$ cat src/rtl/num_display_driver.sv
// -----------------------------------------------------------------------------
// num_display_driver
//
// Converts a binary number into active-low 7-segment glyphs for DIGITS digits.
// A conversion is started by pulsing start while idle. The magnitude is turned
// into BCD by shift-add-3 (one bit per cycle, MSB first, WIDTH cycles). One
// further cycle maps the BCD digits to glyphs, handling the sign, overflow and
// leading-zero blanking. The result is then presented on segs together with a
// one-cycle done pulse.
//
// Ports
//   clk          in   rising-edge clock
//   rst_n        in   asynchronous active-low reset
//   start        in   conversion request, only looked at while idle
//   value        in   [WIDTH-1:0] number to display, captured with start
//   signed_mode  in   treat value as two's complement, captured with start
//   blank_lz     in   blank leading zeros, captured with start
//   busy         out  conversion in progress
//   done         out  one-cycle pulse, segs carry the new result
//   segs         out  [7*DIGITS-1:0] active-low gfedcba; digit k at [7k+6:7k]
// -----------------------------------------------------------------------------
module num_display_driver #(
  parameter int DIGITS = 4,
  parameter int WIDTH  = 16
) (
  input  logic                  clk,
  input  logic                  rst_n,
  input  logic                  start,
  input  logic [WIDTH-1:0]      value,
  input  logic                  signed_mode,
  input  logic                  blank_lz,
  output logic                  busy,
  output logic                  done,
  output logic [7*DIGITS-1:0]   segs
);

  // BCD nibbles needed for WIDTH bits, plus one spare so the add-3 step can
  // never carry out of the register.
  localparam int NB   = (WIDTH + 2) / 3 + 1;
  // Padded digit view so every display digit has a nibble to look at.
  localparam int PADN = (NB > DIGITS) ? NB : DIGITS;
  localparam int CW   = $clog2(WIDTH + 1);

  localparam logic [1:0] S_IDLE  = 2'd0;
  localparam logic [1:0] S_SHIFT = 2'd1;
  localparam logic [1:0] S_MAP   = 2'd2;

  localparam logic [6:0] SEG_DASH = 7'b0111111;
  localparam logic [6:0] SEG_OFF  = 7'b1111111;

  // Decimal digit to active-low glyph; anything outside 0..9 shows off.
  function automatic logic [6:0] glyph(input logic [3:0] d);
    logic [6:0] g;
    case (d)
      4'd0:    g = 7'b1000000;
      4'd1:    g = 7'b1111001;
      4'd2:    g = 7'b0100100;
      4'd3:    g = 7'b0110000;
      4'd4:    g = 7'b0011001;
      4'd5:    g = 7'b0010010;
      4'd6:    g = 7'b0000010;
      4'd7:    g = 7'b1111000;
      4'd8:    g = 7'b0000000;
      4'd9:    g = 7'b0010000;
      default: g = SEG_OFF;
    endcase
    return g;
  endfunction

  // Add 3 to every nibble that is 5 or more, ahead of the next shift.
  function automatic logic [4*NB-1:0] dd_adjust(input logic [4*NB-1:0] b);
    logic [4*NB-1:0] r;
    r = b;
    for (int i = 0; i < NB; i++) begin
      if (b[4*i +: 4] >= 4'd5) begin
        r[4*i +: 4] = b[4*i +: 4] + 4'd3;
      end else begin
        r[4*i +: 4] = b[4*i +: 4];
      end
    end
    return r;
  endfunction

  logic [1:0]           state_q, state_d;
  logic [CW-1:0]        cnt_q, cnt_d;
  logic [WIDTH-1:0]     mag_q, mag_d;
  logic [4*NB-1:0]      bcd_q, bcd_d;
  logic                 neg_q, neg_d;
  logic                 blank_q, blank_d;
  logic                 busy_q, busy_d;
  logic                 done_q, done_d;
  logic [7*DIGITS-1:0]  segs_q, segs_d;

  logic [4*NB-1:0]      adj_s;
  logic [4*PADN-1:0]    bcd_pad_s;
  logic [7*DIGITS-1:0]  map_s;
  logic                 ovf_s;
  logic                 lead_s;
  logic [3:0]           nib_s;
  int                   avail_s;

  // Glyph mapping of the finished BCD value: overflow, sign and blanking.
  always_comb begin
    bcd_pad_s             = '0;
    bcd_pad_s[4*NB-1:0]   = bcd_q;
    avail_s               = neg_q ? (DIGITS - 1) : DIGITS;
    ovf_s                 = 1'b0;
    map_s                 = '1;
    nib_s                 = 4'd0;
    for (int i = 0; i < NB; i++) begin
      if ((i >= avail_s) && (bcd_q[4*i +: 4] != 4'd0)) begin
        ovf_s = 1'b1;
      end else begin
        ovf_s = ovf_s;
      end
    end
    // Walk from the leftmost digit down; lead_s stays set while only zeros
    // have been seen, which is what gets blanked.
    lead_s = blank_q;
    for (int k = DIGITS - 1; k >= 0; k--) begin
      nib_s = bcd_pad_s[4*k +: 4];
      if (ovf_s) begin
        map_s[7*k +: 7] = SEG_DASH;
      end else if (k >= avail_s) begin
        // Only reachable for the sign position of a negative number.
        map_s[7*k +: 7] = SEG_DASH;
      end else if (lead_s && (nib_s == 4'd0) && (k != 0)) begin
        map_s[7*k +: 7] = SEG_OFF;
      end else begin
        map_s[7*k +: 7] = glyph(nib_s);
        lead_s          = 1'b0;
      end
    end
  end

  // Conversion sequencer: capture, shift-add-3, then map.
  always_comb begin
    state_d = state_q;
    cnt_d   = cnt_q;
    mag_d   = mag_q;
    bcd_d   = bcd_q;
    neg_d   = neg_q;
    blank_d = blank_q;
    busy_d  = busy_q;
    done_d  = 1'b0;
    segs_d  = segs_q;
    adj_s   = dd_adjust(bcd_q);
    case (state_q)
      S_IDLE: begin
        if (start) begin
          state_d = S_SHIFT;
          busy_d  = 1'b1;
          cnt_d   = '0;
          bcd_d   = '0;
          blank_d = blank_lz;
          neg_d   = signed_mode & value[WIDTH-1];
          // Two's complement negate; the most negative value maps onto
          // itself, which read as unsigned is exactly its magnitude.
          if (signed_mode && value[WIDTH-1]) begin
            mag_d = ~value + WIDTH'(1);
          end else begin
            mag_d = value;
          end
        end else begin
          state_d = S_IDLE;
        end
      end
      S_SHIFT: begin
        bcd_d = {adj_s[4*NB-2:0], mag_q[WIDTH-1]};
        mag_d = {mag_q[WIDTH-2:0], 1'b0};
        if (cnt_q == CW'(WIDTH - 1)) begin
          state_d = S_MAP;
          cnt_d   = '0;
        end else begin
          cnt_d   = cnt_q + CW'(1);
        end
      end
      S_MAP: begin
        segs_d  = map_s;
        done_d  = 1'b1;
        busy_d  = 1'b0;
        state_d = S_IDLE;
      end
      default: begin
        state_d = S_IDLE;
        busy_d  = 1'b0;
      end
    endcase
  end

  // State and output registers; reset blanks the display and aborts any run.
  always_ff @(posedge clk or negedge rst_n) begin
    if (!rst_n) begin
      state_q <= S_IDLE;
      cnt_q   <= '0;
      mag_q   <= '0;
      bcd_q   <= '0;
      neg_q   <= 1'b0;
      blank_q <= 1'b0;
      busy_q  <= 1'b0;
      done_q  <= 1'b0;
      segs_q  <= '1;
    end else begin
      state_q <= state_d;
      cnt_q   <= cnt_d;
      mag_q   <= mag_d;
      bcd_q   <= bcd_d;
      neg_q   <= neg_d;
      blank_q <= blank_d;
      busy_q  <= busy_d;
      done_q  <= done_d;
      segs_q  <= segs_d;
    end
  end

  assign busy = busy_q;
  assign done = done_q;
  assign segs = segs_q;

endmodule

$ cat config.mk
export PLATFORM = sky130hd
export DESIGN_NAME = num_display_driver
export DESIGN_NICKNAME = d
export VERILOG_FILES = /design/src/rtl/num_display_driver.sv
export SDC_FILE = /design/constraint.sdc
export NUM_CORES = 1
export LEC_CHECK = 0
export CAP_MARGIN = 0
export CORE_MARGIN = 3
export CORE_UTILIZATION = 51
export DETAILED_ROUTE_END_ITERATION = 12
export HOLD_SLACK_MARGIN = 0.12
export PLACE_DENSITY = 0.79
export RECOVER_POWER = 50
export SLEW_MARGIN = 15
export SYNTH_ARGS = -nofsm -noshare
export SYNTH_HDL_FRONTEND = slang
export SYNTH_SLANG_ARGS = --single-unit
$ cat constraint.sdc
create_clock -name clk -period 2.15 [get_ports clk]
set_input_delay 0.43 -clock clk [delete_from_list [all_inputs] [get_ports clk]]
set_output_delay 0.43 -clock clk [all_outputs]
set_load 0.005 [all_outputs]
Word level (Yosys, flattened, before mapping) --
Memory sizes are Yosys's and may differ from the RTL's. Index checks and enable logic that the tools add are counted.
Operators by class: add/sub/neg operators 9, magnitude comparators 14, eq/ne operators 5, muxes and demuxes 46, bitwise gates (word level) 3, reductions and logical operators 26
Operators by type and width (number):
- 7-bit 2-to-1 mux | 11
- 28-bit one-hot mux with 2 select lines | 1
- 16-bit 2-to-1 mux | 2
- 16-bit one-hot mux with 2 select lines | 1
- 4-bit by 3-bit >= comparator with 1-bit output, second input constant | 7
- 28-bit 2-to-1 mux | 1
- 4-bit nonzero test | 7
- 4-bit by 2-bit adder with 4-bit output, second input constant | 6
- 4-bit 2-to-1 mux | 6
- 16-bit by 1-bit adder with 16-bit output, second input constant | 1
- 1-bit 2-to-1 mux | 16
- 16-bit NOT | 1
- 4-bit zero test | 3
- 1-bit logical AND | 11
- 5-bit 2-to-1 mux | 2
- 5-bit one-hot mux with 2 select lines | 1
- 3-bit >= comparator, first input constant | 3
- 1-bit by 3-bit >= comparator with 1-bit output, first input constant | 2
- 2-bit by 3-bit >= comparator with 1-bit output, first input constant | 2
- 3-bit 2-to-1 mux | 2
- 2-bit AND reduction | 3
- 5-bit by 1-bit adder with 5-bit output, second input constant | 1
- 5-bit by 4-bit equality test with 1-bit output, second input constant | 1
- 2-bit != test, second input constant | 2
- other kinds (10) | 10
Storage, ports and cells: flip-flop bits (word level) 83, memory bits (read-only) 448, input bits 21, output and inout port bits 30, memories 4
Memory list:
- (no name shown) | depth 16, bits a word 7, rd ports 1, clocked after Yosys merged registers in 0, wr ports 0, RTL line 54 | case (d)
- (no name shown) | depth 16, bits a word 7, rd ports 1, clocked after Yosys merged registers in 0, wr ports 0, RTL line 54
- (no name shown) | depth 16, bits a word 7, rd ports 1, clocked after Yosys merged registers in 0, wr ports 0, RTL line 54
- (no name shown) | depth 16, bits a word 7, rd ports 1, clocked after Yosys merged registers in 0, wr ports 0, RTL line 54

Depth between registers and ports, before layout --
depth after elaboration 19, depth in mapped cells 7, depth with buffers taken out 7

Worst setup path after synthesis --
Ideal clock, no wire load.
kind register -> register, start point register bcd_q[26] (netlist: bcd_pad_s[26]), end point register segs_q[14] (netlist: segs[14]), library setup time 0.080 ns, data arrival time 1.932 ns, required time 2.070 ns, path slack 0.139 ns, stages on the path, launching flop included 5, buffers on the path 0, period minus slack after synthesis 2.011 ns, cell sequence dfrtp_1 > or4_4 > or4_4 > or3_1 > o22a_1
On the way: word-level cells in the longest chain between the ends 8
RTL lines:
- from (decl) | RTL line 87 | logic [4*NB-1:0] bcd_q, bcd_d;
- from (signal assigned) | RTL line 197 | bcd_q <= '0;
- from (signal assigned) | RTL line 207 | bcd_q <= bcd_d;
- 4-bit nonzero test (*) | RTL line 111 | if ((i >= avail_s) && (bcd_q[4*i +: 4] != 4'd0)) begin
- 1-bit logical AND (*) | RTL line 111
- 1-bit 2-to-1 mux (*) | RTL line 111
- 1-bit 2-to-1 mux | RTL line 122 | if (ovf_s) begin
- 1-bit logical AND | RTL line 127 | end else if (lead_s && (nib_s == 4'd0) && (k != 0)) begin
- 7-bit 2-to-1 mux | RTL line 127
- 7-bit 2-to-1 mux | RTL line 124 | end else if (k >= avail_s) begin
- 7-bit 2-to-1 mux (*) | RTL line 122
- to (signal assigned) | RTL line 212 | segs_q <= segs_d;
- to (decl) | RTL line 92 | logic [7*DIGITS-1:0] segs_q, segs_d;
Mark *: on every way between the ends. The rest lies on a longest branch, timed or not. A chain may end at the register's enable or synchronous reset.

Final worst setup path --
start point register bcd_q[27] (netlist: bcd_pad_s[27]), end point register segs_q[19] (netlist: segs[19])
Same word-level chain as after synthesis.

==> impl_metrics.yaml <==
status:
  outcome: "completed"
placement:
  place_ws_ns: -0.536
  gp_routability_congestion: 0.904
  port_buffers: 50
  post-dp-hpwl_mm: 8.10
  place_area_sq_um: 5530
timing:
  relSlewSlack: 0.360
  setup_ws_ns: 0.0303
  maxSlewViolCount: 0
  rsz0062_at_grt: "false"
  setup_viol: 0
  finalHoldViolCount: 0
  fmax_ghz: 0.472
  worst_slew_pin_slew_ns: 0.960
  period_needed_ns: 2.12
  finClkSkew_ns: 0.0138
  holdWs_ns: 0.455
  finalCritPeriodShare: 0.986
  setup_tns_ns: 0
finish:
  nFillCells: 710
  fin_nets: 654
  antenna_cells: 0
  drive_above_1_share: 0.147
  finalInstanceArea_sq_um: 5840
  syn2layout_area_growth_pct: 23.5
power_and_ir_drop:
  ir_worst_vdd_uv: 506
  powerDensity_nw_per_um2: 1340
  p_leak_uw: 0.00250
  power_uw: 7830
clock_tree:
  clock-sinks: 83
  cts_root_buf: "clkbuf_8"
  clk_pin_slew_ns: 0.08
  cts_max_path_buffers: 2
  cts_tree: "yes"
  htree_levels: 3
  clk_latency_ns: 0.37
  numCtsBuffers: 9
logic_synthesis:
  ys_top_cells_by_area: "dfrtp_1 (29%), dfstp_2 (16%), ha_1 (8.2%)"
  synth_top_cell_by_area: "dfrtp_1"
  postSynthAreaPerCell_sq_um: 8.91
  yosysUniqueCellTypes: 50
  yosys_warnings: 0
  syn_area_sq_um: 4720
  ys.flop_type: "dfrtp_1"
  synthTopCellsByCount: "nor2_1 (62), a21oi_1 (60), o21ai_0 (56)"
  synthArstFlopShare: 1.00
  synth-edff-count: 0
  synth.ff_latch_count: 83
  mappedNetlistNets: 582
  seq_area_frac_synth: 0.447
  yosysMostFrequentCell: "nor2_1"
  netlist_instances: 530
  synth_top_area_frac: 0.291
die:
  rows: 34
  core_sq_um: 8850
  io_pins: 51
  start_util: 0.534
  fp.dieH_um: 102
  die_area_sq_um: 10500
  dieWidth_um: 102
setup_path:
  worstPathRequired_ns: 2.44
  crit_chain: "or4_4 > or4_4 > or3_4 > o22a_1"
  arrival_ns: 2.41
  critical_path_class: "reg -> reg"
  cp-start-kind: "flop"
  end_kind: "flop"
  crit_top_cell: "or4_4"
  critical_path_buf_inv_count: 0
  critPathSlowestCell: "or4_4"
  critPathTopFamily: "simple AND/OR/NAND/NOR gates"
  worst-path-max-fanout: 4
  critPathMaxStageDelay_ns: 0.56
grt:
  grt_max_degree: 46
  gr-total-overflow: 0
  grt.total_usage: 0.223
  grt_pass1_wl_mm: 18.8
  grt_pass1_vias: 4075
  antenna_found_initial: 0
routing:
  via_per_inst: 5.87
  drt-wirelength-per-cell_um: 15.7
  firstDrtPassIters: 5
  drc: 0
  drt_first_iter_violations: 187
  ant_nets: 0
  wl_mm: 11.2
  vias: 4196
worst_hold_path:
  worstHoldPathType: "reg -> reg"
flow_run:
  max_cap_violations: 0
[placed cells by master (no fill, tap or decap), drive strengths merged, types with 3 or more instances in the layout]
master         netlist  final
nor3b                4      4
or4                  3      3
inv                 29     29
clkbuf              20     17
dfstp               28     28
o22a                 8      8
a32o                 3      3
ha                  31     31
dfrtp               55     55
o31ai                4      4
nand2b              10     10
bufinv               0      5
mux2i                3      3
nor2                62     62
xor2                 6      6
clkdlybuf4s50        0     46
a31oi                7      7
nand2               49     49
nor3                 5      5
a21oi               60     60
dlygate4sd3          0      4
xnor2               17     17
or2                  4      4
a22oi                4      4
buf                  3     28
o211ai               3      3
nand3                7      7
o21ai               56     56
o22ai               20     20
[routing by layer]
metal	wire, um	up-vias	track usage	part of all wire
met5	0	-	0	0
met4	248	0	0.0959	0.022
met3	627	22	0.0314	0.056
met2	5570	145	0.376	0.50
met1	4790	2012	0.287	0.43
li1	-	2017	-	-
[stage by stage]
step	util	instances
6_report	0.660	715
5_1_grt	0.660	715
4_1_cts	0.660	714
3_5_place_dp	0.624	697
3_3_place_gp	0.624	697
2_1_floorplan	-	530
[final cells by class]
cell class	instances	area, sq um	share of cell area
Tap cell	108	135	0.0232
Timing Repair Buffer	84	737	0.126
Clock buffer	11	131	0.0225
Sequential cell	83	2110	0.362
Multi-Input combinational cell	394	2460	0.421
Clock inverter	5	150	0.0257
Inverter	30	113	0.0193
[worst paths after layout]
kind                               start      endpoint  slack [ns]  depth (start not counted)
min in group asynchronous          rst_n  bcd_pad_s[7]        0.76                          2
min reg2reg                     segs[27]      segs[27]        0.46                          2
max in group asynchronous          rst_n      mag_q[8]        0.29                          3
max reg2reg                bcd_pad_s[27]      segs[19]        0.03                          4
max                        bcd_pad_s[27]      segs[19]        0.03                          4
min                             segs[27]      segs[27]        0.46                          2
[repair_timing]
item | in CTS | in global routing
gates resized for setup | 4 | 4
hold endpoints to repair | 13 | 0
hold buffers | 1 | 0
endpoints found under the setup margin | 4 | 11
buffers inserted | 0 | 1
[power by group]
part           total, uW  switching (uW)  internal [uW]
clock network       1580             568           1010
logic               3620            2090           1530
registers           2640             573           2060
total               7830            3230           4600
[cell families after synthesis]
family / Yosys count / synth area share
buf+inv: 53 / 0.0421
mux: 4 / 0.00874
flops: 83 / 0.447
xor+xnor: 23 / 0.0426
simple gates: 156 / 0.151
compound gates: 180 / 0.226
fa+ha+maj: 31 / 0.0821
[worst register-to-register path, cell delays in order, from the launching register on]
cell and delay [ns]:
dfrtp_1 0.41, or4_4 0.56, or4_4 0.54, or3_4 0.35, o22a_1 0.19
[sequential cells by signal, indices dropped and copies added, names as in the netlist]
name       flops
segs          28
bcd_pad_s     28
busy           1
cnt_q          5
state_q        2
blank_q        1
neg_q          1
done           1
mag_q         16
Note: power is estimated with default switching activity, not from simulation.
